## config.mk

```make
export PLATFORM = sky130hd
export DESIGN_NAME = writeback_arbiter
export DESIGN_NICKNAME = d
export VERILOG_FILES = /design/src/rtl/writeback_arbiter.sv
export SDC_FILE = /design/constraint.sdc
export NUM_CORES = 1
export LEC_CHECK = 0
export CORE_ASPECT_RATIO = 1.75
export CORE_MARGIN = 2
export CORE_UTILIZATION = 35
export CTS_CLUSTER_DIAMETER = 120
export DETAILED_ROUTE_END_ITERATION = 16
export PLACE_DENSITY = 0.77
export SLEW_MARGIN = 0
export SYNTH_ARGS = -nofsm -noshare
export SYNTH_HDL_FRONTEND = slang
export SYNTH_SLANG_ARGS = --single-unit
```

## constraint.sdc

```tcl
create_clock -name clk -period 4.5 [get_ports clk]
set_input_delay 0.675 -clock clk [delete_from_list [all_inputs] [get_ports clk]]
set_output_delay 0.675 -clock clk [all_outputs]
set_load 0.02 [all_outputs]
```

## src/rtl/writeback_arbiter.sv

```systemverilog
// rtl/writeback_arbiter.sv - round-robin writeback arbiter from execute pipes to register file and commit.
// Optional macro WRITEBACK_ARBITER_X0_FILTER_EN suppresses register-file writes to x0.
module writeback_arbiter #(
  parameter int p_num_pipes    = 2,
  parameter int p_seq_num_bits = 5
) (
  input  logic                                  clk,
  input  logic                                  rst,
  input  logic [p_num_pipes-1:0]                X_val,
  output logic [p_num_pipes-1:0]                X_rdy,
  input  logic [32*p_num_pipes-1:0]             X_pc,
  input  logic [p_seq_num_bits*p_num_pipes-1:0] X_seq_num,
  input  logic [5*p_num_pipes-1:0]              X_waddr,
  input  logic [32*p_num_pipes-1:0]             X_wdata,
  input  logic [p_num_pipes-1:0]                X_wen,
  output logic [4:0]                            rf_waddr,
  output logic [31:0]                           rf_wdata,
  output logic                                  rf_wen,
  output logic                                  commit_val,
  output logic [31:0]                           commit_pc,
  output logic [p_seq_num_bits-1:0]             commit_seq_num,
  output logic [31:0]                           insn_count
);

  localparam int ptr_bits = (p_num_pipes > 1) ? $clog2(p_num_pipes) : 1;

  logic [ptr_bits-1:0]       ptr;
  logic [ptr_bits-1:0]       ptr_nxt;
  logic [ptr_bits-1:0]       grant_idx;
  logic                      grant_any;
  int                        idx;

  logic                      out_val;
  logic [31:0]               out_pc;
  logic [p_seq_num_bits-1:0] out_seq_num;
  logic [4:0]                out_waddr;
  logic [31:0]               out_wdata;
  logic                      out_wen;
  logic [31:0]               insn_count_q;

  // Scan pipes starting at ptr; the first valid one wins. Nothing is granted in reset.
  always_comb begin
    grant_any = 1'b0;
    grant_idx = '0;
    idx       = 0;
    if (rst) begin
      for (int k = 0; k < p_num_pipes; k++) begin
        idx = int'(ptr) + k;
        if (idx >= p_num_pipes) idx = idx - p_num_pipes;
        if (!grant_any && X_val[idx]) begin
          grant_any = 1'b1;
          grant_idx = ptr_bits'(idx);
        end
      end
    end
  end

  always_comb begin
    X_rdy = '0;
    if (grant_any) X_rdy[grant_idx] = 1'b1;
  end

  always_comb begin
    ptr_nxt = ptr;
    if (grant_any) begin
      if (grant_idx == ptr_bits'(p_num_pipes - 1)) ptr_nxt = '0;
      else                                         ptr_nxt = grant_idx + 1'b1;
    end
  end

  // Reset wins over a pending entry: it is dropped without being written or counted.
  always_ff @(posedge clk) begin
    if (!rst) begin
      out_val      <= 1'b0;
      ptr          <= '0;
      insn_count_q <= '0;
    end else begin
      out_val <= grant_any;
      ptr     <= ptr_nxt;
      if (grant_any) begin
        out_pc      <= X_pc[32*int'(grant_idx) +: 32];
        out_seq_num <= X_seq_num[p_seq_num_bits*int'(grant_idx) +: p_seq_num_bits];
        out_waddr   <= X_waddr[5*int'(grant_idx) +: 5];
        out_wdata   <= X_wdata[32*int'(grant_idx) +: 32];
        out_wen     <= X_wen[grant_idx];
      end
      if (out_val) insn_count_q <= insn_count_q + 32'd1;
    end
  end

  assign commit_val     = out_val;
  assign commit_pc      = out_pc;
  assign commit_seq_num = out_seq_num;
  assign rf_waddr       = out_waddr;
  assign rf_wdata       = out_wdata;
  assign insn_count     = insn_count_q;

`ifdef WRITEBACK_ARBITER_X0_FILTER_EN
  assign rf_wen = out_val & out_wen & (out_waddr != 5'd0);
`else
  assign rf_wen = out_val & out_wen;
`endif

endmodule

```

== Word level (Yosys, flattened, before mapping) ==
Index checks and enable logic that the tools add are counted.

* Bits in registers: 109
* Input bits: 154
* Output and inout port bits: 110
* Word-level logic and storage cells: 52

* Add/subtract/negate cells: 5
* Multipliers: 1
* Magnitude comparators: 6
* Shifts and indexed selects: 4
* Multiplexer cells: 23
* Bitwise operators: 1
* Reductions and logical operators: 4

{| class="wikitable"
|+ Operators by type and width
! kind !! number
|-
| 32-bit two-way mux || 4
|-
| 64-bit by 7-bit indexed part select with 32-bit output || 2
|-
| 32-bit by 3-bit < comparator with 1-bit output, second input constant || 2
|-
| 32-bit by 1-bit adder with 32-bit output, second input constant || 1
|-
| 10-bit by 32-bit indexed part select with 5-bit output || 1
|-
| 1-bit two-way mux || 17
|-
| 10-bit by 5-bit indexed part select with 5-bit output || 1
|-
| 3-bit by 1-bit multiplier with 4-bit output, first input constant || 1
|-
| 1-bit by 2-bit subtractor with 3-bit output, second input constant || 1
|-
| 2-bit by 2-bit subtractor with 3-bit output, second input constant || 1
|-
| 1-bit by 1-bit adder with 2-bit output, second input constant || 1
|-
| 1-bit by 2-bit greater-or-equal comparator with 1-bit output, second input constant || 1
|-
| 2-bit greater-or-equal comparator, second input constant || 1
|-
| 1-bit logical AND || 2
|-
| 1-bit by 2-bit < comparator with 1-bit output, second input constant || 1
|-
| 2-bit two-way mux || 1
|-
| 2-bit AND reduction || 1
|-
| 1-bit adder, second input constant || 1
|-
| 1-bit AND || 1
|-
| 1-bit demux with 1-bit select || 1
|-
| 1-bit greater-or-equal comparator, second input constant || 1
|-
| 1-bit logical NOT || 1
|}

== Longest topological paths before layout ==
* Depth in word-level cells: 17
* Gate-level depth with buffers: 6

== Least setup slack after synthesis ==
OpenSTA, ideal clock, no wires.

* Path type: input to register
* Start point: in rst
* End point: reg out_pc[0], in the netlist commit_pc[0] (enable)
* Library setup time: 510 ps
* Data arrival time: 4106 ps
* Data required time: 3990 ps
* Path slack: -116 ps
* Cell stages on the path: 3
* Buffers on the path: 1
* Cell sequence: inv_1 > buf_1 > nor2_1

* Cells in the longest elaborated chain, start to end: 2

{| class="wikitable"
|+ RTL lines
! what !! line !! source
|-
| start, declared || 8 || <nowiki>input logic rst,</nowiki>
|-
| 1-bit two-way mux || 46 || <nowiki>if (rst) begin</nowiki>
|-
| net grant_any || 30 || <nowiki>logic grant_any;</nowiki>
|-
| 2-bit AND reduction (no line) || n/a ||
|-
| end signal, assigned || 81 || <nowiki>out_pc <= X_pc[32*int'(grant_idx) +: 32];</nowiki>
|-
| end, declared || 34 || <nowiki>logic [31:0] out_pc;</nowiki>
|}

The timed path passes the listed nets, and every way through them passes these cells.
A chain may end at the register's enable or synchronous reset.

== Final worst setup path ==
* Start point: in rst
* End point: out X_rdy[1]

* Cells in the longest elaborated chain, start to end: 6
* Elaborated cells on any way between the ends: 8

{| class="wikitable"
|+ RTL lines
! what !! line !! source
|-
| 1-bit two-way mux || 46 ||
|-
| 1-bit by 2-bit < comparator with 1-bit output (implied by the code) / 1-bit greater-or-equal comparator (equally long branches) || 60 || <nowiki>if (grant_any) X_rdy[grant_idx] = 1'b1;</nowiki>
|-
| 1-bit logical AND (implied by the code) || 60 ||
|-
| 1-bit two-way mux (implied by the code) || 60 ||
|-
| 1-bit demux with 1-bit select || 60 ||
|-
| 2-bit two-way mux (*) || 60 ||
|-
| end, declared || 10 || <nowiki>output logic [p_num_pipes-1:0] X_rdy,</nowiki>
|}

Every way passes the cells marked *; elsewhere a longest branch is shown, timed or not.

==> run metrics <==
post-synthesis sequential area ratio=62.0%; Max FO, Critical Path=29; DIE AREA=14,500 sq um; worst r2r src=insn_count[0]; Synth Register Bits=109; Max Root-Sink Buffers=2; final worst path period share=69.9%; Critical Setup Path Class=input pin to output port; register share of total power=48.8%; GPL Wtd Cong=0.787; Slew Viols, Final=0; # clock sinks=109; Crit path max-delay family=buffers and inverters; CTS Hold Bufs=0; final instance area=7850 sq um; crit path capture type=output port; internal power=1.85 mW; status=finished clean; RSZ-0062 raised after global routing=no; reg2reg end=insn_count[24]; Clock Latency Late Sink=0.33 ns; Crit-path slowest cell=clkdlybuf4s50_1; Ports=264; max-cap violations=0; final setup vio count=0; Worst path most repeated cell=clkdlybuf4s50_1; Routed Antenna Nets=0; Final #Nets=759; HP Class=register to register; CP max stage delay=0.69 ns; Post-CTS Setup Repair Bufs=0; max frequency=318 MHz; Placed Area=7540 sq um; setup ws final=1.36 ns; DR WL/cell=17.9 um; leakage power=2.65 nW; crit start category=input pin; worst hold path depth=2; Psw=0.501 mW; peak supply drop=206 uV; placed insts=767; Core Util, Final=59.0%; TritonCTS Buffers=9; post-synthesis area per instance=13.7 sq um; port buffer count=263; Layout area overhead=66.1%; Worst Min Path Start=insn_count[31]; Syn Nets=499; Syn Inst Count=344; count of different cell masters after synthesis=31; total wire length=14,000 um; first-pass GRT wire length=20,900 um; share of layout cells above drive strength 1=15.6%; Yosys Warn Count=0; Worst slew margin=27.4%; Sw Share=21.3%; largest net degree at the start of global routing=76; final cell count without fillers=783; R2R Setup Slk=2.11 ns; initial antenna violation count=0; width of the die=91.9 um; Synth Flop Type=edfxtp_1; Starting DRT DRC Count=138; vias in the first global route=3,993; hold slack=0.479 ns; Reg2Reg Depth=5; pwr/cell area=300 nW/um^2; # resized after CTS=0; final hold viol count=0; stages on the worst setup path=3; vias per inst=4.95; Clock Root Buffer=clkbuf_16; Total Power=2.35 mW; worst path cell trace=clkdlybuf4s50_1 -> and3_4 -> clkdlybuf4s50_1; clock-pin slew on the worst setup and hold paths=0.07 ns; grt total ovfl=0; Post-synth EDFFs=75; die span in y=158 um; Overall Global Routing Usage=18.5%; Worst Path Required=3.83 ns; clock skew=0.0130 ns; DP Worst Slack=1.29 ns; CTS tree=yes; Logic pwr share=16.5%; Initial Util=35.5%; # H-tree levels=3; Vias=3,878; first-pass iteration count of the detailed router=4; Core Region=13,300 sq um; Cell Rows=56; setup_tns=0 ns; Clk network pwr share=34.7%; Period minus WS final=3.14 ns; worst-margin pin slew=1.09 ns; cell area after synthesis=4730 sq um; DR DRC count=0; HPWL after detailed placement=10,700 um; worst min-delay path endpoint=insn_count[31]; asr flop ratio synth=0%; CP bufs+invs=2; antenna diode count=0; Critical Path AT=2.47 ns
==> how the worst max path moves through the flow <==
stage / startpoint / end / slack (ns)
2_1_floorplan: rst / commit_pc[0] / 1.15
3_3_place_gp: rst / commit_pc[29] / 1.37
3_5_place_dp: rst / rf_wdata[9] / 1.29
4_1_cts: rst / X_rdy[1] / 1.34
5_1_grt: rst / X_rdy[1] / 1.27
6_report: rst / X_rdy[1] / 1.36
==> cell usage in the layout, fill, tap and decap left out, types with 5 or more instances in the layout <==
cell,netlist,routed
o31ai_1,10,10
or3_1,6,6
dfxtp_1,34,34
edfxtp_1,75,75
a21oi_1,19,19
or4_1,10,10
clkdlybuf4s50_1,0,263
nor2_1,17,16
xor2_1,6,6
clkbuf_16,0,10
mux2_2,75,75
xnor2_1,6,6
nand3_1,12,12
and4_1,6,6
nand4_1,10,10
nand2_1,10,10
inv_1,5,5
o21ai_0,6,6
==> routing by layer <==
metal,share of wire (%),up-vias,global-route usage [%]
met5,0,-,0
met4,3.3,0,7.68
li1,-,1841,-
met1,36,1849,19.2
met2,54,161,34.8
met3,6.5,27,5.14
==> synthesized netlist by cell type (4+ instances only) <==
library cell / count / area (sq um)
and3_1: 4 / 25.0
inv_1: 5 / 18.8
nand3_1: 12 / 60.1
buf_2: 6 / 30.0
edfxtp_1: 75 / 2250
nand2_1: 10 / 37.5
and4_1: 6 / 52.6
a21oi_1: 19 / 95.1
o21ai_0: 6 / 30.0
o31ai_1: 10 / 75.1
or3_1: 6 / 37.5
clkbuf_1: 6 / 22.5
mux2_2: 75 / 845
nor2_1: 17 / 63.8
dfxtp_1: 34 / 681
nand4_1: 10 / 62.6
xor2_1: 6 / 52.6
buf_1: 4 / 15.0
or4_1: 10 / 75.1
xnor2_1: 6 / 52.6
==> state kept, by name, summed over array words and instances (netlist names) <==
register	count
commit_seq_num	5
commit_val	1
insn_count	32
rf_waddr	5
out_wen	1
rf_wdata	32
commit_pc	32
ptr	1
==> cell type report <==
type / instances / area, sq um
clock buffer: 13 / 272
clock inverter: 3 / 42.5
fill: 1112 / 5460
inverter: 5 / 18.8
multi-input combinational: 214 / 1720
sequential: 109 / 2930
tap: 174 / 218
timing repair buffer: 265 / 2650
==> worst reg2reg max path: stages, from the launching register on <==
cell and delay (ns):
dfxtp_1 0.43, ha_1 0.24, and4_1 0.21, nand4_1 0.54, or4_1 0.71, a21oi_1 0.17
==> logic make-up (layout without fill, tap and decap cells) <==
logic type | Yosys count | count (layout) | synth area share (%)
xor gates and xnor gates | 12 | 12 | 2.22
buffers and inverters | 21 | 286 | 1.83
DFF | 109 | 109 | 62.0
muxes | 77 | 77 | 18.3
and+or+nand+nor | 86 | 86 | 10.6
AOI/OAI and AO/OA | 38 | 38 | 4.79
adders and majority gates | 1 | 1 | 0.265
==> power groups by stage <==
stage | Clock, mW | Sequential [mW] | Combinational (mW)
global route | 0.868 | 1.15 | 0.411
floorplan | 0 | 1.23 | 0.0917
finish | 0.817 | 1.15 | 0.389
CTS | 0.837 | 1.15 | 0.394
detailed placement | 0 | 1.17 | 0.392
global placement | 0 | 1.17 | 0.385
Power figures use the tool's default switching activity.
